**src/rtl/interleave_fifo_reader_if.sv**
```systemverilog
// ----------------------------------------------------------------------------
// interleave_fifo_reader_if
// Signal bundle between the lane FIFO read ports, the interleave reader and
// the downstream consumer.
//   lane_data  : head word of each lane             (lanes  -> reader)
//   lane_valid : lane non-empty                     (lanes  -> reader)
//   lane_count : occupancy of each lane             (lanes  -> reader)
//   lane_ready : pop strobe, one-hot or zero        (reader -> lanes)
//   out_data   : registered output word             (reader -> consumer)
//   out_valid  : output register holds a word       (reader -> consumer)
//   out_ready  : consumer accepts                   (consumer -> reader)
//   rd_lane    : lane expected to supply next word  (reader -> observer)
//   count      : total words held in lanes + output (reader -> observer)
// The slave modport is the reader's view; master is the surrounding side.
// ----------------------------------------------------------------------------
interface interleave_fifo_reader_if #(
    parameter int DATA_WIDTH = 8,
    parameter int NUM_LANES  = 4,
    parameter int LANE_DEPTH = 4
);
    localparam int LB_LANES = $clog2(NUM_LANES);
    localparam int LB_DEPTH = $clog2(LANE_DEPTH);
    localparam int COUNT_W  = $clog2(NUM_LANES * LANE_DEPTH + 2);

    logic [NUM_LANES-1:0][DATA_WIDTH-1:0] lane_data;
    logic [NUM_LANES-1:0]                 lane_valid;
    logic [NUM_LANES-1:0]                 lane_ready;
    logic [NUM_LANES-1:0][LB_DEPTH:0]     lane_count;
    logic [DATA_WIDTH-1:0]                out_data;
    logic                                 out_valid;
    logic                                 out_ready;
    logic [LB_LANES-1:0]                  rd_lane;
    logic [COUNT_W-1:0]                   count;

    modport slave (
        input  lane_data, lane_valid, lane_count, out_ready,
        output lane_ready, out_data, out_valid, rd_lane, count
    );

    modport master (
        output lane_data, lane_valid, lane_count, out_ready,
        input  lane_ready, out_data, out_valid, rd_lane, count
    );
endinterface

```
**src/rtl/interleave_fifo_reader.sv**
```systemverilog
// ----------------------------------------------------------------------------
// interleave_fifo_reader
// Drains NUM_LANES lane FIFOs in strict round-robin order, rebuilding the
// original stream behind a single registered output stage.
// Ports:
//   clk     : clock, all state on rising edge
//   rstn    : synchronous active-low reset
//   i_clear : synchronous flush, same effect as reset, wins over a pop
//   bus     : lane read ports + output handshake (interleave_fifo_reader_if)
// ----------------------------------------------------------------------------
module interleave_fifo_reader #(
    parameter int DATA_WIDTH = 8,
    parameter int NUM_LANES  = 4,
    parameter int LANE_DEPTH = 4
) (
    input  logic                     clk,
    input  logic                     rstn,
    input  logic                     i_clear,
    interleave_fifo_reader_if.slave  bus
);
    localparam int LB_LANES = $clog2(NUM_LANES);
    localparam int COUNT_W  = $clog2(NUM_LANES * LANE_DEPTH + 2);
    localparam logic [LB_LANES-1:0] LAST_LANE = LB_LANES'(NUM_LANES - 1);

    logic [LB_LANES-1:0]   r_rd_ptr;
    logic                  r_out_valid;
    logic [DATA_WIDTH-1:0] r_out_data;

    logic                  w_load_en;
    logic                  w_pop;
    logic [LB_LANES-1:0]   w_rd_ptr_nxt;
    logic [NUM_LANES-1:0]  w_lane_ready;
    logic [COUNT_W-1:0]    w_count;

    // Output register can take a word when empty or being drained this cycle.
    assign w_load_en = !r_out_valid | bus.out_ready;

    // Ready goes only to the head lane and ignores its valid, so the reader
    // stalls on an empty head lane instead of skipping ahead.
    always_comb begin
        w_lane_ready = '0;
        for (int i = 0; i < NUM_LANES; i++) begin
            if (LB_LANES'(i) == r_rd_ptr) begin
                w_lane_ready[i] = w_load_en;
            end
        end
    end

    assign w_pop = bus.lane_valid[r_rd_ptr] & w_load_en;

    // Explicit wrap so non-power-of-two lane counts work.
    assign w_rd_ptr_nxt = (r_rd_ptr == LAST_LANE) ? '0 : r_rd_ptr + LB_LANES'(1);

    always_ff @(posedge clk) begin
        if (!rstn || i_clear) begin
            r_rd_ptr    <= '0;
            r_out_valid <= 1'b0;
            r_out_data  <= '0;
        end else if (w_load_en) begin
            if (w_pop) begin
                r_out_data  <= bus.lane_data[r_rd_ptr];
                r_out_valid <= 1'b1;
                r_rd_ptr    <= w_rd_ptr_nxt;
            end else begin
                r_out_valid <= 1'b0;
            end
        end
    end

    // COUNT_W is sized for every lane full plus the output word.
    always_comb begin
        w_count = COUNT_W'(r_out_valid);
        for (int i = 0; i < NUM_LANES; i++) begin
            w_count = w_count + COUNT_W'(bus.lane_count[i]);
        end
    end

    assign bus.lane_ready = w_lane_ready;
    assign bus.out_data   = r_out_data;
    assign bus.out_valid  = r_out_valid;
    assign bus.rd_lane    = r_rd_ptr;
    assign bus.count      = w_count;
endmodule

```
**src/flat_wrapper.sv**
```systemverilog
// flat-port wrapper written by rule: the top's interface ports become plain ports
module interleave_fifo_reader_flat 
#(
    parameter int DATA_WIDTH = 8,
    parameter int NUM_LANES  = 4,
    parameter int LANE_DEPTH = 4
)
  (clk, rstn, i_clear, bus_lane_data, bus_lane_valid, bus_lane_count, bus_out_ready, bus_lane_ready, bus_out_data, bus_out_valid, bus_rd_lane, bus_count);
  interleave_fifo_reader_if #(.DATA_WIDTH(DATA_WIDTH), .NUM_LANES(NUM_LANES), .LANE_DEPTH(LANE_DEPTH)) bus_i ();
  input  logic clk;
  input  logic rstn;
  input  logic i_clear;
  input wire logic [$bits(bus_i.lane_data)-1:0] bus_lane_data;
  input wire logic [$bits(bus_i.lane_valid)-1:0] bus_lane_valid;
  input wire logic [$bits(bus_i.lane_count)-1:0] bus_lane_count;
  input wire logic [$bits(bus_i.out_ready)-1:0] bus_out_ready;
  output wire logic [$bits(bus_i.lane_ready)-1:0] bus_lane_ready;
  output wire logic [$bits(bus_i.out_data)-1:0] bus_out_data;
  output wire logic [$bits(bus_i.out_valid)-1:0] bus_out_valid;
  output wire logic [$bits(bus_i.rd_lane)-1:0] bus_rd_lane;
  output wire logic [$bits(bus_i.count)-1:0] bus_count;
  assign bus_i.lane_data = bus_lane_data;
  assign bus_i.lane_valid = bus_lane_valid;
  assign bus_i.lane_count = bus_lane_count;
  assign bus_i.out_ready = bus_out_ready;
  assign bus_lane_ready = bus_i.lane_ready;
  assign bus_out_data = bus_i.out_data;
  assign bus_out_valid = bus_i.out_valid;
  assign bus_rd_lane = bus_i.rd_lane;
  assign bus_count = bus_i.count;
  interleave_fifo_reader #(.DATA_WIDTH(DATA_WIDTH), .NUM_LANES(NUM_LANES), .LANE_DEPTH(LANE_DEPTH)) u_core (.clk(clk), .rstn(rstn), .i_clear(i_clear), .bus(bus_i));
endmodule
```
**config.mk**
```make
export PLATFORM = sky130hd
export DESIGN_NAME = interleave_fifo_reader_flat
export DESIGN_NICKNAME = d
export VERILOG_FILES = /design/src/rtl/interleave_fifo_reader_if.sv /design/src/rtl/interleave_fifo_reader.sv /design/src/flat_wrapper.sv
export SDC_FILE = /design/constraint.sdc
export NUM_CORES = 1
export LEC_CHECK = 0
export CORE_MARGIN = 2
export CORE_UTILIZATION = 33
export CTS_BUF_LIST = sky130_fd_sc_hd__clkbuf_4 sky130_fd_sc_hd__clkbuf_8
export CTS_CLUSTER_SIZE = 8
export DETAILED_ROUTE_END_ITERATION = 10
export MAX_ROUTING_LAYER = met4
export PLACE_DENSITY = 0.88
export SLEW_MARGIN = 20
export SYNTH_ARGS = -nofsm -noshare
export SYNTH_HDL_FRONTEND = slang
export SYNTH_SLANG_ARGS = --single-unit
```
**constraint.sdc**
```tcl
create_clock -name clk -period 4.5 [get_ports clk]
set_input_delay 1.125 -clock clk [delete_from_list [all_inputs] [get_ports clk]]
set_output_delay 1.125 -clock clk [all_outputs]
set_load 0.02 [all_outputs]
```
==> impl_metrics.yaml <==
place:
  dpl-instance-area_um2: 1858
  hpwl_um: 2622
  numPortBuffers: 71
  post-place-ws_ps: -1182
  place.gp.congestion: 0.8061
  dp_cells: 222
final_layout:
  n_fill_cell: 249
  area_growth_pct: 82.87
  stdcell_area_um2: 1897
  num_antenna_cells: 0
  layout_common_cells: "clkdlybuf4s50_1 (64), inv_1 (13), a21oi_1 (11), dfxtp_1 (11)"
  layout_commonest_cell: "clkdlybuf4s50_1"
  regArea_um2: 220.2
  drive_gt1_frac: 0.1803
  multi_input_area_um2: 790.8
  instances_no_fill: 227
  nets: 253
  fin_util: 0.6264
min_path:
  worstHoldPathType: "reg2reg"
  min_from: "u_core.bus.out_data[6]"
yosys:
  synth_warnings: 0
  yosysSeqAreaShare: 0.2123
  synth_nets: 178
  syn_area_per_cell_um2: 9.516
  yosys_register_bits: 11
  synth_top_area_share: 0.2123
  synthDistinctLibCells: 23
  synth_top_cell_by_area: "dfxtp_1"
  mappedNetlistArea_um2: 1037
  yosys-top-cells-area: "dfxtp_1 (21%), mux4_2 (17%), ha_1 (13%), fa_1 (12%), a21oi_1 (5.8%)"
  syn_inst: 109
global_routing:
  grt_overflow: 0
  grt_pass1_vias: 1217
  grt_start_max_net_pins: 19
  grt_pass1_wl_um: 5250
  grt.total_usage: 0.1984
  antenna_found_initial: 0
clock_tree:
  clk_pin_slew_ps: 60
  clock_latency_ps: 270
  numCtsBuffers: 3
  clockRootBuffer: "clkbuf_4"
  cts_tree: "built"
  clockBufferDepth: 2
  postCtsHoldBufs: 0
  htreeDepth: 1
  clkSinkCount: 11
power:
  power_leakage_nw: 0.7559
  vdd_ir_drop_max_v: 0.00009973
  powerDensity_nw_per_um2: 224.5
  power_uw: 425.8
detailed_routing:
  viasPerCell: 4.996
  routed-via-count: 1134
  wl_per_cell_um: 13.64
  ant_nets: 0
  drtIter0Drc: 38
  finalWirelength_um: 3096
  drc: 0
  dr.pass1.iters: 4
floorplan:
  die_h_um: 60.07
  num_rows: 20
  initial_core_util: 0.3426
  core_um2: 3028
  die_area_um2: 3608
  die_x_um: 60.07
  num_io_pins: 72
job:
  cap_violations: 0
critical_path:
  endpoint_kind: "primary output"
  startpoint_type: "input pin"
  worstReg2RegStart: "u_core.bus.rd_lane[1]"
  arrival_ps: 3660
  required_ps: 3380
  startpoint: "bus_lane_count[0]"
  worstSetupPathType: "in2out"
  cp_max_fo: 2
sta:
  skew_ps: 4.233
  fin_crit_ps: 4780
  slew_viol_final: 0
  relSlewSlack: 0.4246
  worst_slew_pin_slew_ps: 856.5
  setup_viol: 3
  finalSetupTns_ps: -594.3
  finalCritPeriodShare: 1.062
  fin_ws_ps: -280.4
  holdWs_ps: 464.9
  rsz0062_at_grt: "yes"
  hold_viol_final: 0
  fmax_mhz: 209.2
outcome:
  status: "finished, violations left"
  violations: "setup timing"
[cells in the mapped netlist]
cell type / count
and2_1: 4
a21o_1: 1
fa_1: 6
mux4_2: 8
buf_2: 3
nand2b_1: 2
nor2b_1: 1
nand2_1: 2
or3_1: 2
xnor2_1: 2
ha_1: 11
mux2_2: 1
nor3_1: 1
and3_1: 2
buf_1: 1
mux2i_1: 1
a21oi_1: 12
o21ai_0: 10
inv_1: 15
nand3_1: 10
clkbuf_1: 2
xor2_1: 1
dfxtp_1: 11
[logic make-up after synthesis]
group | count (synthesis) | synth area share
adders and majority gates | 17 | 0.2485
muxes | 10 | 0.1942
AOI/OAI and AO/OA | 23 | 0.1134
and+or+nand+nor | 24 | 0.1267
xor gates and xnor gates | 3 | 0.02534
DFF | 11 | 0.2123
buffers and inverters | 21 | 0.07961
[power breakdown]
part	internal, mW	total (mW)	leakage [nW]	switching [mW]
Sequential	0.101	0.108	0.0896	0.00615
Combinational	0.140	0.246	0.648	0.107
Clock	0.0403	0.0718	0.0184	0.0314
[critical path: stages]
cell,delay [ps]
buf_6,100
ha_4,160
ha_4,150
xor2_2,140
fa_1,480
inv_1,50
fa_1,500
inv_1,50
ha_1,270
a21o_1,190
a21oi_2,160
xnor2_2,130
buf_4,150
[timing repair]
item,in CTS,in global routing
pin swaps,13,6
buffers inserted,2,1
setup endpoints to repair,4,3
gates resized for setup,30,0
[metal layers]
layer / global-route usage / up-vias / part of all wire
met3: 0.01299 / 6 / 0.072
met5: - / - / 0
li1: - / 529 / -
met4: 0.05079 / 0 / 0.015
met1: 0.2213 / 528 / 0.38
met2: 0.3773 / 71 / 0.54
[state kept, by name, indices dropped and copies added, names as in the netlist]
register / flops
u_core.bus.rd_lane: 2
u_core.bus.out_data: 8
u_core.bus.out_valid: 1
[worst paths after layout]
path / cells past startpoint / end / slack (ps)
setup / recovery: 13 / bus_count[4] / -280
hold / removal: 2 / u_core.bus.out_data[6] / 460
setup reg to reg: 4 / u_core.bus.out_data[7] / 2420
hold reg to reg: 2 / u_core.bus.out_data[6] / 460
[layout make-up]
class / count / area share
multi-input combinational: 77 / 0.4169
timing repair buffer: 76 / 0.3925
sequential: 11 / 0.1161
inverter: 15 / 0.02968
tap: 44 / 0.02902
clock buffer: 4 / 0.01583
(Power assumes the default switching activity.)
